===== src/rtl/led_pattern_seq.sv =====
// Button-stepped, run-time writable circular LED pattern sequencer.
// Define LEDSEQ_DEBOUNCE_EN to insert a debouncer after each button synchroniser.

module led_btn_edge #(
    parameter int DEB_CYCLES = 4
) (
    input  logic clk,
    input  logic rst,
    input  logic btn_i,
    output logic step_o
);
    logic s1_q, s2_q, edge_q;
    logic deb;

    if (DEB_CYCLES < 1) begin : g_bad_deb
        $error("led_btn_edge: DEB_CYCLES must be >= 1");
    end

`ifdef LEDSEQ_DEBOUNCE_EN
    localparam int CW = (DEB_CYCLES > 1) ? $clog2(DEB_CYCLES) : 1;
    logic [CW-1:0] cnt_q;
    logic          deb_q;

    // Accept a new level only after it has differed from deb for DEB_CYCLES cycles
    always_ff @(posedge clk or posedge rst) begin
        if (rst) begin
            cnt_q <= '0;
            deb_q <= 1'b0;
        end else if (s2_q == deb_q) begin
            cnt_q <= '0;
        end else if (cnt_q == CW'(DEB_CYCLES - 1)) begin
            deb_q <= s2_q;
            cnt_q <= '0;
        end else begin
            cnt_q <= cnt_q + 1'b1;
        end
    end

    assign deb = deb_q;
`else
    assign deb = s2_q;
`endif

    always_ff @(posedge clk or posedge rst) begin
        if (rst) begin
            s1_q   <= 1'b0;
            s2_q   <= 1'b0;
            edge_q <= 1'b0;
        end else begin
            s1_q   <= btn_i;
            s2_q   <= s1_q;
            edge_q <= deb;
        end
    end

    assign step_o = deb & ~edge_q;
endmodule

module led_pattern_seq #(
    parameter int LED_W      = 3,
    parameter int NUM_STATES = 4,
    parameter int DEB_CYCLES = 4,
    parameter int AUTO_DIV   = 8,
    localparam int SW        = $clog2(NUM_STATES)
) (
    input  logic             clk,
    input  logic             rst,
    input  logic             btnD,
    input  logic             btnU,
    input  logic             mode_auto,
    input  logic             pat_we,
    input  logic [3:0]       pat_addr,
    input  logic [LED_W-1:0] pat_data,
    output logic [LED_W-1:0] ledOut,
    output logic [SW-1:0]    state_idx,
    output logic             wrap
);
    localparam int TW = $clog2(AUTO_DIV);
    localparam logic [SW-1:0] LAST = SW'(NUM_STATES - 1);

    if (AUTO_DIV < 2 || NUM_STATES < 2 || NUM_STATES > 16 ||
        LED_W < 1 || LED_W > 16) begin : g_bad_cfg
        $error("led_pattern_seq: parameter out of range");
    end

    logic             step_f, step_b;
    logic [SW-1:0]    idx_q, idx_d;
    logic             wrap_q, wrap_d;
    logic [TW-1:0]    tmr_q, tmr_d;
    logic [LED_W-1:0] tbl_q [NUM_STATES];
    logic             idx_ok, auto_tick, mv_f, mv_b, wr_ok;

    led_btn_edge #(.DEB_CYCLES(DEB_CYCLES)) u_btn_d (
        .clk   (clk),
        .rst   (rst),
        .btn_i (btnD),
        .step_o(step_f)
    );

    led_btn_edge #(.DEB_CYCLES(DEB_CYCLES)) u_btn_u (
        .clk   (clk),
        .rst   (rst),
        .btn_i (btnU),
        .step_o(step_b)
    );

    assign idx_ok    = 32'(idx_q) < NUM_STATES;
    assign auto_tick = mode_auto && (tmr_q == TW'(AUTO_DIV - 1));
    // Simultaneous steps cancel; a button step always beats the auto tick
    assign mv_f = idx_ok && ((step_f && !step_b) || (!step_f && !step_b && auto_tick));
    assign mv_b = idx_ok && step_b && !step_f;
    assign wr_ok = pat_we && ({1'b0, pat_addr} < 5'(NUM_STATES));

    always_comb begin
        idx_d  = idx_q;
        wrap_d = 1'b0;
        if (!mode_auto || step_f || step_b || auto_tick) begin
            tmr_d = '0;
        end else begin
            tmr_d = tmr_q + 1'b1;
        end
        unique case (1'b1)
            !idx_ok: idx_d = '0;
            mv_f: begin
                if (idx_q == LAST) begin
                    idx_d  = '0;
                    wrap_d = 1'b1;
                end else begin
                    idx_d = idx_q + 1'b1;
                end
            end
            mv_b: begin
                if (idx_q == '0) begin
                    idx_d  = LAST;
                    wrap_d = 1'b1;
                end else begin
                    idx_d = idx_q - 1'b1;
                end
            end
            default: idx_d = idx_q;
        endcase
    end

    always_ff @(posedge clk or posedge rst) begin
        if (rst) begin
            idx_q  <= '0;
            wrap_q <= 1'b0;
            tmr_q  <= '0;
        end else begin
            idx_q  <= idx_d;
            wrap_q <= wrap_d;
            tmr_q  <= tmr_d;
        end
    end

    always_ff @(posedge clk or posedge rst) begin
        if (rst) begin
            for (int i = 0; i < NUM_STATES; i++) begin
                tbl_q[i] <= LED_W'(i + 1);
            end
        end else if (wr_ok) begin
            tbl_q[pat_addr[SW-1:0]] <= pat_data;
        end
    end

    assign ledOut    = idx_ok ? tbl_q[idx_q] : '0;
    assign state_idx = idx_q;
    assign wrap      = wrap_q;
endmodule


===== config.mk =====
export PLATFORM = sky130hd
export DESIGN_NAME = led_pattern_seq
export DESIGN_NICKNAME = d
export VERILOG_FILES = /design/src/rtl/led_pattern_seq.sv
export SDC_FILE = /design/constraint.sdc
export NUM_CORES = 1
export LEC_CHECK = 0
export BUFFER_PORTS_ARGS = -buffer_cell sky130_fd_sc_hd__buf_2
export CORE_UTILIZATION = 29
export DETAILED_ROUTE_END_ITERATION = 10
export PLACE_DENSITY = 0.47
export SLEW_MARGIN = 0
export SYNTH_ARGS = -nofsm -noshare
export SYNTH_HDL_FRONTEND = slang
export SYNTH_SLANG_ARGS = --single-unit

===== constraint.sdc =====
create_clock -name clk -period 2.3 [get_ports clk]
set_input_delay 0.23 -clock clk [delete_from_list [all_inputs] [get_ports clk]]
set_output_delay 0.23 -clock clk [all_outputs]
set_load 0.005 [all_outputs]

==> metrics <==
Peak VDD IR=0.291 mV; ys async rst share=100%; fillers=341; Leakage=0.567 nW; CTS buffer count=3; core area=3420 um2; slew at the pin closest to its max-slew limit=0.906 ns; internal power=0.000751 W; worst path cell trace=mux4_2 > buf_2; Switching Share=28.0%; # diodes=0; Psw=0.000293 W; register bit total from synthesis=24; CTS tree=done; Placer Congestion=0.686; vias in the first global route=679; post_cts resized=0; Yosys cell types=25; Final #Nets=113; Clk pwr share=18.1%; Die Ht=62.3 um; crit-path max cell delay=0.56 ns; Avg Cell Area, Syn=14.6 um2; largest area contributor in the netlist=dfrtp_1; vias per cell=4.46; H-tree Lvls=1; Setup CP Type=flop to output port; power consumption=0.00104 W; 1st-iter DRT viols=19; Congestion Overflow GR=0; synth cell count leaders=dfrtp_1, mux2_2, dfstp_2; first-pass GRT wire length=3080 um; flop2flop setup slack=0.83 ns; Die Wd=62.3 um; RSZ-0062 raised after global routing=false; Setup TNS Final=0 ns; initial antenna violation count=0; Slew Limit Fails=0; MaxCap Viol Count=0; Seq pwr share=55.2%; Max Freq=0.555 GHz; Slew HR=39.5%; share of the synthesized area in the top cell type=45.1%; aggregate routed wire length=1710 um; fraction of the cycle the final worst path needs=78.3%; via count=629; total die area=3880 um2; register area=607 um2; syn_nets=89; Logic pwr share=26.7%; IO buf count=18; I/O pins=19; CP bufs+invs=1; Worst Setup End Kind=output port; HP Class=primary input to async pin; outcome=finished clean; latest clock arrival within the worst-skew pair=0.31 ns; Syn-to-layout area delta=17.9%; Overall Global Routing Usage=10.2%; crit path max fanout=8; number of hold violations in the final report=0; CTS Buffer Depth=2; EDFF count, synth=0; detailed placement HPWL=1290 um; final core occ=36.4%; Final Instance Area=1240 um2; worst reg-to-reg path cell count=5; Post-Synthesis Cells=72; Worst R2R End=state_idx[1]; Root Driver=clkbuf_4; YS warnings=0; setup violators final=0; top cells by area, synth=dfrtp_1, dfstp_2, mux2_2, mux4_2, ha_1; dpl cells=135; sequential share of the synthesized area=57.6%; placed cell area=1200 um2; starting density of the core=30.8%; top-count cell post-synth=dfrtp_1; Worst Path Required=2.07 ns; layout cells sized above 1=45.3%; family with the most delay on the worst path=flip-flops; Routed WL per cell=12.2 um; critical path's slowest cell=dfrtp_1; DRC Markers=0; first-pass detailed-route iteration total=4; Final min period=1.80 ns; Multi-input gate area=427 um2; kind of start point of the critical path=flop; CP arrival=1.57 ns; row count=21; Routed Antenna Nets=0; clock skew=0.00139 ns; Sink Count=24; fin cells=141; reg2reg start=state_idx[0]; pin count of the biggest net entering global routing=25; Post-Syn Area=1050 um2; pwr dens=840 nW/um2; Most used DFF post-synth=dfrtp_1; Reg clk slew, reported paths=0.12 ns
[cells in the final DEF, fill, tap and decap left out]
master / netlist / routed
dfstp_2: 5 / 5
buf_2: 0 / 18
dfrtp_1: 19 / 19
nand4_1: 1 / 1
nand2_1: 3 / 3
mux2_1: 3 / 3
nor2_2: 1 / 1
dlygate4sd3_1: 0 / 2
ha_1: 4 / 4
o311ai_1: 1 / 1
nand4b_1: 1 / 1
mux2_2: 9 / 9
a21o_1: 1 / 1
mux4_2: 3 / 3
nor2b_1: 2 / 2
a21oi_1: 2 / 2
a31o_2: 1 / 1
nand3b_1: 1 / 1
nor3b_4: 1 / 1
clkbuf_1: 0 / 1
nand2_2: 1 / 1
and2_1: 3 / 3
nand2b_1: 1 / 1
o21ai_0: 2 / 2
nor4bb_1: 1 / 1
nor3_4: 1 / 1
inv_1: 4 / 4
clkbuf_4: 0 / 3
[power groups by stage]
stage               clock (W)  combinational, W  sequential, W
detailed placement          0          0.000282       0.000588
global placement            0          0.000277       0.000585
floorplan                   0          0.000212       0.000556
finish               0.000189          0.000279       0.000576
CTS                  0.000203          0.000284       0.000580
global route         0.000218          0.000316       0.000591
[worst reg2reg max path, stage by stage, from the launching register on]
cell,delay (ns)
dfrtp_1,0.56
inv_1,0.10
ha_1,0.33
a21oi_1,0.12
a21oi_1,0.05
a31o_2,0.20
[state kept, by name, summed over array words and instances, names as in the netlist]
signal and flops:
u_btn_d.edge_q 1, u_btn_u.deb 1, u_btn_d.s1_q 1, u_btn_u.s1_q 1, state_idx 2, wrap 1
u_btn_d.deb 1, tbl_q 12, u_btn_u.edge_q 1, tmr_q 3
[area by class of cell]
type	count	area share, %
Clock buffer	4	2.11
Inverter	4	1.21
Multi-Input combinational cell	43	34.3
Sequential cell	24	48.8
Tap cell	46	4.63
Timing Repair Buffer	20	8.86
[what timing repair did]
action                    in CTS  in global routing
hold endpoints to repair       2                  0
buffers inserted               0                  0
hold buffers                   2                  0
[stage by stage]
stage / setup slack [ns] / hold slack (ns)
2_1_floorplan: 0.897 / 0.241
3_3_place_gp: 0.847 / 0.332
3_5_place_dp: 0.814 / 0.336
4_1_cts: 0.440 / 0.112
5_1_grt: 0.388 / 0.166
6_report: 0.500 / 0.0905
[cell families (layout without fill, tap and decap cells)]
group	count (synthesis)	count (layout)	share of synthesized area, %
flip-flops	24	24	57.6
buffers and inverters	5	28	1.90
adder cells (fa/ha/maj)	4	4	4.75
AO/OA/AOI/OAI	7	7	4.28
multiplexers	15	15	19.2
AND/OR/NAND/NOR	17	17	12.2
[per-layer routing]
| layer | part of all wire, % | track usage (%) | vias to the layer above |
|---|---|---|---|
| li1 | - | - | 306 |
| met1 | 50 | 13.5 | 307 |
| met2 | 45 | 16.1 | 12 |
| met3 | 3.4 | 1.84 | 4 |
| met4 | 1.8 | 5.23 | 0 |
| met5 | 0 | 0 | - |
[how the worst max path moves through the flow]
stage / start / end / slack, ns / cells past startpoint
2_1_floorplan: state_idx[0] / state_idx[1] / 0.90 / 6
3_3_place_gp: state_idx[0] / ledOut[2] / 0.85 / 2
3_5_place_dp: state_idx[0] / state_idx[1] / 0.81 / 5
4_1_cts: state_idx[0] / ledOut[2] / 0.44 / 2
5_1_grt: state_idx[0] / ledOut[2] / 0.39 / 2
6_report: state_idx[0] / ledOut[2] / 0.50 / 2
Note: power is estimated with default switching activity, not from simulation.
